**src/rtl/alu_ctrl_stage_if.sv**
```systemverilog
// rtl/alu_ctrl_stage_if.sv - decode-field input and ALU-control output handshake bundle
interface alu_ctrl_stage_if;
  logic       in_valid;
  logic       in_ready;
  logic [1:0] ALUOp;
  logic [2:0] funct3;
  logic       op5;
  logic       funct7b5;
  logic       out_valid;
  logic       out_ready;
  logic [2:0] ALUControl;
  logic       illegal;

  modport master (
    output in_valid, ALUOp, funct3, op5, funct7b5, out_ready,
    input  in_ready, out_valid, ALUControl, illegal
  );

  modport slave (
    input  in_valid, ALUOp, funct3, op5, funct7b5, out_ready,
    output in_ready, out_valid, ALUControl, illegal
  );
endinterface

```
**src/rtl/alu_ctrl_stage.sv**
```systemverilog
// rtl/alu_ctrl_stage.sv - ALU control decode behind a two-entry skid buffer
// Optional illegal-op counter enabled by ALU_CTRL_STATS_EN.
module alu_ctrl_stage (
  input logic             clk,
  input logic             rst,
  alu_ctrl_stage_if.slave bus
`ifdef ALU_CTRL_STATS_EN
  ,
  output logic [15:0]     illegal_count
`endif
);

  typedef enum logic [1:0] {EMPTY, ONE, TWO} state_t;

  state_t     state;
  logic       out_valid_q;
  logic       in_ready_q;
  logic [2:0] out_ctrl;
  logic       out_ill;
  logic [2:0] skid_ctrl;
  logic       skid_ill;
  logic [2:0] dec_ctrl;
  logic       dec_ill;
  logic       push;
  logic       pop;

  always_comb begin
    dec_ctrl = 3'b000;
    dec_ill  = 1'b0;
    case (bus.ALUOp)
      2'b00: dec_ctrl = 3'b000;
      2'b01: dec_ctrl = 3'b001;
      2'b10: begin
        case (bus.funct3)
          // sub only for R-type with funct7b5; I-type addi shares funct3=000
          3'b000:  dec_ctrl = (bus.op5 & bus.funct7b5) ? 3'b001 : 3'b000;
          3'b111:  dec_ctrl = 3'b010;
          3'b110:  dec_ctrl = 3'b011;
          default: dec_ill  = 1'b1;
        endcase
      end
      default: dec_ill = 1'b1;
    endcase
  end

  assign push = bus.in_valid & in_ready_q;
  assign pop  = out_valid_q & bus.out_ready;

  always_ff @(posedge clk or posedge rst) begin
    if (rst) begin
      state       <= EMPTY;
      out_valid_q <= 1'b0;
      in_ready_q  <= 1'b1;
      out_ctrl    <= 3'b000;
      out_ill     <= 1'b0;
      skid_ctrl   <= 3'b000;
      skid_ill    <= 1'b0;
    end else begin
      case (state)
        EMPTY: begin
          if (push) begin
            out_ctrl    <= dec_ctrl;
            out_ill     <= dec_ill;
            out_valid_q <= 1'b1;
            state       <= ONE;
          end
        end
        ONE: begin
          if (push && pop) begin
            out_ctrl <= dec_ctrl;
            out_ill  <= dec_ill;
          end else if (push) begin
            skid_ctrl  <= dec_ctrl;
            skid_ill   <= dec_ill;
            in_ready_q <= 1'b0;
            state      <= TWO;
          end else if (pop) begin
            out_valid_q <= 1'b0;
            state       <= EMPTY;
          end
        end
        TWO: begin
          if (pop) begin
            out_ctrl   <= skid_ctrl;
            out_ill    <= skid_ill;
            in_ready_q <= 1'b1;
            state      <= ONE;
          end
        end
        default: begin
          out_valid_q <= 1'b0;
          in_ready_q  <= 1'b1;
          state       <= EMPTY;
        end
      endcase
    end
  end

  assign bus.in_ready   = in_ready_q;
  assign bus.out_valid  = out_valid_q;
  assign bus.ALUControl = out_ctrl;
  assign bus.illegal    = out_ill;

`ifdef ALU_CTRL_STATS_EN
  always_ff @(posedge clk or posedge rst) begin
    if (rst) begin
      illegal_count <= 16'h0000;
    end else if (pop && out_ill && (illegal_count != 16'hFFFF)) begin
      illegal_count <= illegal_count + 16'h0001;
    end
  end
`endif

endmodule

```
**src/flat_wrapper.sv**
```systemverilog
// flat-port wrapper written by rule: the top's interface ports become plain ports
module alu_ctrl_stage_flat 
  (clk, rst, bus_in_valid, bus_ALUOp, bus_funct3, bus_op5, bus_funct7b5, bus_out_ready, bus_in_ready, bus_out_valid, bus_ALUControl, bus_illegal);
  alu_ctrl_stage_if bus_i ();
  input logic clk;
  input logic rst;
  input wire logic [$bits(bus_i.in_valid)-1:0] bus_in_valid;
  input wire logic [$bits(bus_i.ALUOp)-1:0] bus_ALUOp;
  input wire logic [$bits(bus_i.funct3)-1:0] bus_funct3;
  input wire logic [$bits(bus_i.op5)-1:0] bus_op5;
  input wire logic [$bits(bus_i.funct7b5)-1:0] bus_funct7b5;
  input wire logic [$bits(bus_i.out_ready)-1:0] bus_out_ready;
  output wire logic [$bits(bus_i.in_ready)-1:0] bus_in_ready;
  output wire logic [$bits(bus_i.out_valid)-1:0] bus_out_valid;
  output wire logic [$bits(bus_i.ALUControl)-1:0] bus_ALUControl;
  output wire logic [$bits(bus_i.illegal)-1:0] bus_illegal;
  assign bus_i.in_valid = bus_in_valid;
  assign bus_i.ALUOp = bus_ALUOp;
  assign bus_i.funct3 = bus_funct3;
  assign bus_i.op5 = bus_op5;
  assign bus_i.funct7b5 = bus_funct7b5;
  assign bus_i.out_ready = bus_out_ready;
  assign bus_in_ready = bus_i.in_ready;
  assign bus_out_valid = bus_i.out_valid;
  assign bus_ALUControl = bus_i.ALUControl;
  assign bus_illegal = bus_i.illegal;
  alu_ctrl_stage u_core (.clk(clk), .rst(rst), .bus(bus_i));
endmodule
```
**config.mk**
```make
export PLATFORM = sky130hd
export DESIGN_NAME = alu_ctrl_stage_flat
export DESIGN_NICKNAME = d
export VERILOG_FILES = /design/src/rtl/alu_ctrl_stage_if.sv /design/src/rtl/alu_ctrl_stage.sv /design/src/flat_wrapper.sv
export SDC_FILE = /design/constraint.sdc
export NUM_CORES = 1
export LEC_CHECK = 0
export BUFFER_PORTS_ARGS = -buffer_cell sky130_fd_sc_hd__buf_4
export CAP_MARGIN = 20
export CORE_AREA = 2 2 39 41
export DETAILED_ROUTE_END_ITERATION = 8
export DIE_AREA = 0 0 41 43
export PLACE_DENSITY_LB_ADDON = 0.05
export SETUP_SLACK_MARGIN = 0.02
export SLEW_MARGIN = 20
export SYNTH_ARGS = -nofsm -noshare
export SYNTH_HDL_FRONTEND = slang
export SYNTH_SLANG_ARGS = --single-unit
```
**constraint.sdc**
```tcl
create_clock -name clk -period 1.75 [get_ports clk]
set_input_delay 0.0875 -clock clk [delete_from_list [all_inputs] [get_ports clk]]
set_output_delay 0.0875 -clock clk [all_outputs]
set_load 0.005 [all_outputs]
```
# After elaboration in Yosys (flattened, before gate mapping)
# Index checks and enable logic that the tools add are counted.
# totals
out_inout_bits	6
inputBits	11
regBits	12
word_cells	67
# op_classes
mux	28
eq_ne	14
bitwise	6
reduce_logical	12
# op_table
cell	count
3-bit case mux with 3 select lines	2
1-bit two-way mux	12
4-bit AND reduction	3
2-bit two-way mux	5
2-bit by 1-bit inequality test with 1-bit output, second input constant	5
3-bit two-way mux	3
1-bit case mux with 3 select lines	3
3-bit == test, second input constant	2
2-bit case mux with 3 select lines	1
3-bit case mux with 2 select lines	1
5-bit AND reduction	1
2-bit by 1-bit == test with 1-bit output, second input constant	2
2-bit == test, second input constant	2
2-bit logical NOT	2
2-bit inequality test, second input constant	2
1-bit AND	3
3-bit logical NOT	1
3-bit by 1-bit inequality test with 1-bit output, second input constant	1
1-bit NOT	3
3-bit AND reduction	1
3-bit nonzero test	1
3-bit OR reduction	1
1-bit case mux with 2 select lines	1
2-bit OR reduction	1
1-bit logical AND	1

# Longest topological paths before layout
# Gate-level depths: netlist (run 1).
# logic_depth
depth_word	6
ltp_mapped	6
depth_no_buf	6

# Least setup slack after synthesis (run 1)
# OpenSTA, ideal clock, no wires.
# synth_path
path_type	reg-to-reg
from	register u_core.in_ready_q, in the netlist u_core.bus.in_ready
to	register u_core.out_ctrl[0], in the netlist u_core.bus.ALUControl[0]
setup_time_ns	0.125
period_less_slack_ns	1.525
slack_ns	0.225
n_path_buf	0
arrival_ns	1.400
t_required_ns	1.625
path_stages_with_launch	5
cell_sequence	dfstp_2 and3b_2 a31oi_1 o22ai_1 mux2_2
# synth_between
elab_chain_len	4
word_cells_on_any_way	5
classes_between	eq/ne: 2; bitwise: 1; reduce/logical: 2
# synth_lines
item	line_no	text
start: declaration	alu_ctrl_stage.sv:17	logic in_ready_q;
start signal: assignment	alu_ctrl_stage.sv:53	in_ready_q <= 1'b1;
start signal: assignment	alu_ctrl_stage.sv:75	in_ready_q <= 1'b0;
start signal: assignment	alu_ctrl_stage.sv:86	in_ready_q <= 1'b1;
1-bit AND (*)	alu_ctrl_stage.sv:46	assign push = bus.in_valid & in_ready_q;
1-bit logical AND	alu_ctrl_stage.sv:69	if (push && pop) begin
2-bit by 1-bit inequality test with 1-bit output (no source line)	--	
4-bit AND reduction (no source line) (*)	--	
end signal: assignment	alu_ctrl_stage.sv:62	out_ctrl <= dec_ctrl;
end signal: assignment	alu_ctrl_stage.sv:70	out_ctrl <= dec_ctrl;
end signal: assignment	alu_ctrl_stage.sv:84	out_ctrl <= skid_ctrl;
end: declaration	alu_ctrl_stage.sv:18	logic [2:0] out_ctrl;
# Mark *: on every way between the ends. The rest lies on a longest branch, timed or not.
# A chain may end at the register's enable or synchronous reset.

# Worst setup path in the final report (run 1)
# layout_path
from	register u_core.in_ready_q, in the netlist u_core.bus.in_ready
to	register u_core.out_ctrl[1], in the netlist u_core.bus.ALUControl[1]
# The elaborated chain is that of the path after synthesis.

==> results of run 1 <==
-- through the flow --
step	area [um^2]	util	setup slack (ns)	cells	hold WS [ns]
6_report	747.0	0.5398	0.1196	99	0.1560
5_1_grt	747.0	0.5398	0.04805	99	0.1651
4_1_cts	747.0	0.5398	0.1227	99	0.1399
3_5_place_dp	700.7	0.5063	0.1184	94	0.08959
3_3_place_gp	700.7	0.5063	0.1578	94	0.09417
2_1_floorplan	575.6	-	0.2254	64	-0.07304
-- power by group through the flow --
stage | Clock [mW] | Sequential [mW] | Combinational [mW]
finish | 0.204 | 0.231 | 0.0489
global route | 0.220 | 0.231 | 0.0563
CTS | 0.211 | 0.231 | 0.0492
detailed placement | 0 | 0.235 | 0.0471
global placement | 0 | 0.235 | 0.0475
floorplan | 0 | 0.235 | 0.0226
-- flip-flops by register name (all words and copies together), names as in the netlist --
signal                 flops
u_core.bus.ALUControl      2
u_core.skid_ctrl           2
u_core.state               2
u_core.bus.illegal         1
u_core.bus.in_ready        1
u_core.bus.out_valid       1
u_core.skid_ill            1
-- cells by family after synthesis --
family,Yosys count,share of synthesized area
compound gates,16,0.1674
fa+ha+maj,3,0.06522
buf+inv,5,0.03913
flops,10,0.4370
mux,4,0.07608
other cells,1,0.006515
simple gates,25,0.2087
-- critical path, stage by stage (launching register included) --
cell and delay [ns]:
dfstp_2 0.57, and3b_2 0.21, a31oi_1 0.05, o22ai_1 0.31, mux2_2 0.38
-- area by class of cell --
class                   instances  area, um^2
clock buffers                   4       36.28
fillers                       119       636.9
inverters                       4       15.01
multi-input cells              49       301.5
flip-flops and latches         10       251.5
well taps                      16       20.02
repair buffers                 16       122.6
-- cells in the final DEF (no fill, tap or decap), types with 2 or more instances in the layout --
master / count
a21oi_1: 3
a31oi_1: 2
buf_4: 15
clkbuf_4: 3
dfrtp_1: 9
ha_1: 3
inv_1: 4
mux2_2: 3
nand2_1: 12
nand3_1: 4
nor2_1: 2
nor2b_1: 2
o21ai_0: 6
o31ai_1: 2
-- per-layer routing --
layer | track usage | up-vias
met5 | 0 | -
met4 | 0.1000 | 0
met3 | 0.03141 | 2
met2 | 0.2250 | 9
met1 | 0.1973 | 219
li1 | - | 261
-- worst paths after layout --
| check | from | to | slack, ns | cells after the start |
|---|---|---|---|---|
| max | u_core.bus.in_ready | u_core.bus.ALUControl[1] | 0.12 | 4 |
| min | bus_funct3[1] | u_core.skid_ctrl[1] | 0.16 | 3 |
| max reg2reg | u_core.bus.in_ready | u_core.bus.ALUControl[1] | 0.12 | 4 |
| min reg2reg | u_core.skid_ctrl[0] | u_core.skid_ctrl[0] | 0.48 | 2 |
| max in group asynchronous | rst | u_core.bus.in_ready | 1.08 | 3 |
| min in group asynchronous | rst | u_core.bus.ALUControl[1] | 0.36 | 3 |
==> results.py, run 1 <==
metrics = {
    "run_status": {
        "status": "completed",
    },
    "global_routing": {
        "grt_util_all_layers": 0.1542,
        "grt-ovfl-total": 0,
        "antenna_found_initial": 0,
        "grt_pass1_wl_mm": 1.766,
        "grt_pass1_vias": 438,
        "grt_max_degree": 11,
    },
    "synthesis": {
        "async_reset_ff_frac": 1.000,
        "synth.distinct_cells": 24,
        "yosysTopAreaCell": "dfrtp_1",
        "synth_flop_cell": "dfrtp_1",
        "syn_avg_cell_area_um2": 8.993,
        "yosysMostFrequentCell": "nand2_1",
        "synth_edf_count": 0,
        "ys_seq_area_frac": 0.4370,
        "yosysWarningCount": 0,
        "netlist.area_leader.share": 0.3913,
        "synth_area_um2": 575.6,
        "syn-num-nets": 78,
        "yosys-top-cells-area": "dfrtp_1, nand2_1, ha_1",
        "synth_seq_cells": 10,
        "synth_common_cells": "nand2_1, dfrtp_1, o21ai_0, inv_1, nand3_1",
        "synth_cells": 64,
    },
    "drt": {
        "first_iter_violations": 5,
        "wl_met1_um": 514,
        "wl_met2_um": 519,
        "drtAntennaViolNets": 0,
        "wl_per_cell_um": 10.93,
        "top_layer_used": "met4",
        "viasPerCell": 4.960,
        "drcViolationCount": 0,
        "vias": 491,
        "first_pass_iters": 3,
        "met3_length_um": 39,
        "wl_mm": 1.082,
    },
    "sta": {
        "hold_violations": 0,
        "fin_worst_skew_ns": 0.0006695,
        "finalSetupTns_ns": 0,
        "rsz0062_at_grt": "no",
        "slew_violations": 0,
        "min_period_over_period": 0.9317,
        "setup_violations": 0,
        "min_period_ns": 1.630,
        "max_freq_mhz": 613.3,
    },
    "die": {
        "ios": 17,
        "die_w_um": 41,
        "die_area_mm2": 0.001763,
        "floorplan.initialDensity": 0.4159,
        "die_h_um": 43,
        "placementRows": 14,
        "fp.coreArea_mm2": 0.001384,
    },
    "clock_network": {
        "cts_made_buffers": 3,
        "cts_max_path_buffers": 2,
        "cts_sinks": 10,
        "insertion_delay_ns": 0.26,
        "clockRootBuffer": "clkbuf_4",
        "clk_pin_slew_ns": 0.06,
        "cts_hold_buf": 1,
        "cts_max_level": 1,
        "cts_tree": "done",
        "postCtsSetupRepairBufs": 0,
        "postCtsResizedCells": 0,
    },
    "power": {
        "combPwrFrac": 0.101,
        "power_frac_seq": 0.478,
        "p_sw_mw": 0.1011,
        "clock_power_share": 0.421,
        "p_leak_nw": 0.3604,
        "internal-power_mw": 0.3826,
        "vdd_drop_max_mv": 0.3645,
        "sw_frac_of_total": 0.2091,
        "p_per_area_mw_per_mm2": 647.6,
        "power_mw": 0.4838,
    },
    "setup_path": {
        "startpoint_type": "register",
        "crit_type": "register to register",
        "crit_required_ns": 1.90,
        "arrival_ns": 1.78,
        "endpoint_kind": "register",
        "path_max_fanout": 6,
    },
    "min_path": {
        "min_path_type": "input pin to register",
    },
    "finish": {
        "drive_gt1_frac": 0.3012,
        "area_delta_synth_final_pct": 29.78,
        "nets": 98,
        "antennaDiodeCount": 0,
    },
    "place": {
        "dp_hpwl_um": 857.4,
        "port_buffers": 15,
        "place_congestion": 0.7102,
    },
    "job": {
        "cap_violations": 0,
    },
}
Power figures use the tool's default switching activity.
==> inputs of run 2 (changes only) <==
--- a/config.mk
+++ b/config.mk
@@ -5,11 +5,12 @@
 export SDC_FILE = /design/constraint.sdc
 export NUM_CORES = 1
 export LEC_CHECK = 0
+export ABC_AREA = 1
 export BUFFER_PORTS_ARGS = -buffer_cell sky130_fd_sc_hd__buf_4
 export CAP_MARGIN = 20
-export CORE_AREA = 2 2 39 41
+export CORE_MARGIN = 2
+export CORE_UTILIZATION = 45
 export DETAILED_ROUTE_END_ITERATION = 8
-export DIE_AREA = 0 0 41 43
 export PLACE_DENSITY_LB_ADDON = 0.05
 export SETUP_SLACK_MARGIN = 0.02
 export SLEW_MARGIN = 20
==> run 2 against run 1 <==
Area after synthesis up 3.5%. Setup slack better by 0.27 ns. Via count increased by 9.2%. Worst hold slack got worse by 0.016 ns. Critical path type unchanged. Largest power group unchanged.
==> results.py, run 2 <==
metrics = {
    "run_status": {
        "status": "completed",
    },
    "global_routing": {
        "met1_usage": 0.2347,
        "busiest_layer": "met2",
        "grt_util_met3": 0.06667,
        "grt_pass1_wl_mm": 1.904,
        "grt_util_all_layers": 0.1885,
        "grt_pass1_vias": 437,
        "antenna_found_initial": 0,
        "grtUsageMet2": 0.2817,
        "grt-ovfl-total": 0,
        "grt_max_degree": 11,
    },
    "drt": {
        "drcViolationCount": 0,
        "wl_mm": 1.206,
        "vias": 536,
        "drtAntennaViolNets": 0,
        "viasPerCell": 4.829,
        "wl_per_cell_um": 10.86,
        "first_pass_iters": 4,
        "first_iter_violations": 11,
    },
    "sta": {
        "hold_violations": 0,
        "min_period_over_period": 0.7799,
        "setup_violations": 0,
        "whs_ns": 0.1404,
        "rsz0062_at_grt": "no",
        "slew_violations": 0,
        "min_period_ns": 1.365,
        "max_freq_mhz": 732.7,
        "finalSetupTns_ns": 0,
        "layout_setup_ws_ns": 0.3852,
        "fin_worst_skew_ns": 0.004906,
    },
    "synthesis": {
        "synth_edf_count": 0,
        "syn_avg_cell_area_um2": 7.735,
        "netlist.area_leader.share": 0.3782,
        "yosys-top-cells-area": "dfrtp_1, nand2_1, ha_1",
        "synth_flop_cell": "dfrtp_1",
        "synth_cells": 77,
        "synth_common_cells": "nand2_1, dfrtp_1, inv_1, nor2_1, o21ai_1",
        "async_reset_ff_frac": 1.000,
        "yosysWarningCount": 0,
        "synth_seq_cells": 10,
        "yosysTopAreaCell": "dfrtp_1",
        "ys_seq_area_frac": 0.4223,
        "synth.distinct_cells": 21,
        "yosysMostFrequentCell": "nand2_1",
        "synth_area_um2": 595.6,
        "syn-num-nets": 91,
    },
    "power": {
        "p_per_area_mw_per_mm2": 644.1,
        "combPwrFrac": 0.094,
        "internal-power_mw": 0.3807,
        "p_leak_nw": 0.4096,
        "p_sw_mw": 0.1125,
        "power_mw": 0.4932,
        "sw_frac_of_total": 0.2282,
        "vdd_drop_max_mv": 0.6327,
        "clock_power_share": 0.438,
        "power_frac_seq": 0.468,
    },
    "clock_network": {
        "postCtsSetupRepairBufs": 0,
        "postCtsResizedCells": 0,
        "cts_max_path_buffers": 2,
        "cts_sinks": 10,
        "clk_pin_slew_ns": 0.08,
        "clockRootBuffer": "clkbuf_4",
        "cts_tree": "done",
        "cts_hold_buf": 1,
        "cts_max_level": 1,
        "cts_made_buffers": 3,
        "insertion_delay_ns": 0.27,
    },
    "job": {
        "cap_violations": 0,
    },
    "setup_path": {
        "rr_worst_depth": 4,
        "startpoint_type": "register",
        "crit_type": "register to register",
        "endpoint_kind": "register",
        "arrival_ns": 1.53,
        "path_max_fanout": 7,
        "crit_required_ns": 1.92,
    },
    "place": {
        "place_congestion": 0.7741,
        "port_buffers": 15,
        "pre_cts_ws_ns": 0.4065,
        "dp_hpwl_um": 868.7,
    },
    "die": {
        "floorplan.initialDensity": 0.4694,
        "die_h_um": 40.38,
        "ios": 17,
        "die_area_mm2": 0.001631,
        "placementRows": 13,
        "die_w_um": 40.38,
        "fp.coreArea_mm2": 0.001269,
    },
    "finish": {
        "final_cell_mix": "nand2_1, buf_4, dfrtp_1",
        "nets": 111,
        "fin_util": 0.6036,
        "drive_gt1_frac": 0.3021,
        "final_common_cell": "nand2_1",
        "antennaDiodeCount": 0,
        "area_delta_synth_final_pct": 28.57,
    },
    "min_path": {
        "min_path_type": "input pin to register",
        "min_path_cells": 4,
    },
}
-- run 2: cells by family after synthesis --
group                      after synthesis  synth area share
buffers and inverters                   13           0.08823
adders and majority gates                3           0.06303
AOI/OAI and AO/OA                       14            0.1555
DFF                                     10            0.4223
and+or+nand+nor                         36            0.2647
other                                    1          0.006296
-- run 2: final cells by class --
| type | instances | area [um^2] |
|---|---|---|
| Sequential cell | 10 | 251.5 |
| Tap cell | 15 | 18.77 |
| Multi-Input combinational cell | 54 | 291.5 |
| Timing Repair Buffer | 16 | 122.6 |
| Clock buffer | 4 | 36.28 |
| Inverter | 12 | 45.04 |
| Fill cell | 115 | 503.0 |
-- run 2: power groups by stage --
stage | combinational, mW | clock, mW | sequential, mW
2_1_floorplan | 0.0224 | 0 | 0.235
3_3_place_gp | 0.0432 | 0 | 0.235
3_5_place_dp | 0.0444 | 0 | 0.235
4_1_cts | 0.0465 | 0.217 | 0.231
5_1_grt | 0.0524 | 0.237 | 0.231
6_report | 0.0462 | 0.216 | 0.231
-- run 2: worst paths after layout --
| path | startpoint | endpoint | slack (ns) |
|---|---|---|---|
| worst max-delay path | u_core.bus.in_ready | u_core.skid_ill | 0.39 |
| worst min-delay path | bus_out_ready | u_core.state[0] | 0.14 |
| worst max register to register | u_core.bus.in_ready | u_core.skid_ill | 0.39 |
| worst min register to register | u_core.bus.ALUControl[0] | u_core.bus.ALUControl[0] | 0.48 |
| max in group asynchronous | rst | u_core.bus.in_ready | 1.08 |
| min in group asynchronous | rst | u_core.bus.ALUControl[0] | 0.35 |
-- run 2: stage by stage --
stage / instance area, um^2 / instances
after detailed placement: 719.4 / 106
after global routing: 765.7 / 111
final: 765.7 / 111
after CTS: 765.7 / 111
after floorplan: 595.6 / 77
after global placement: 719.4 / 106
-- run 2: critical path: stages, from the launching register on --
cell	delay, ns
dfstp_2	0.55
nand2_1	0.13
nor3_2	0.24
nand2_2	0.14
o21a_1	0.20
-- run 2: routing by layer --
layer / share of wire / wire (um)
met1: 0.47 / 564
met2: 0.47 / 563
met4: 0.011 / 13
met5: 0 / 0
met3: 0.052 / 63
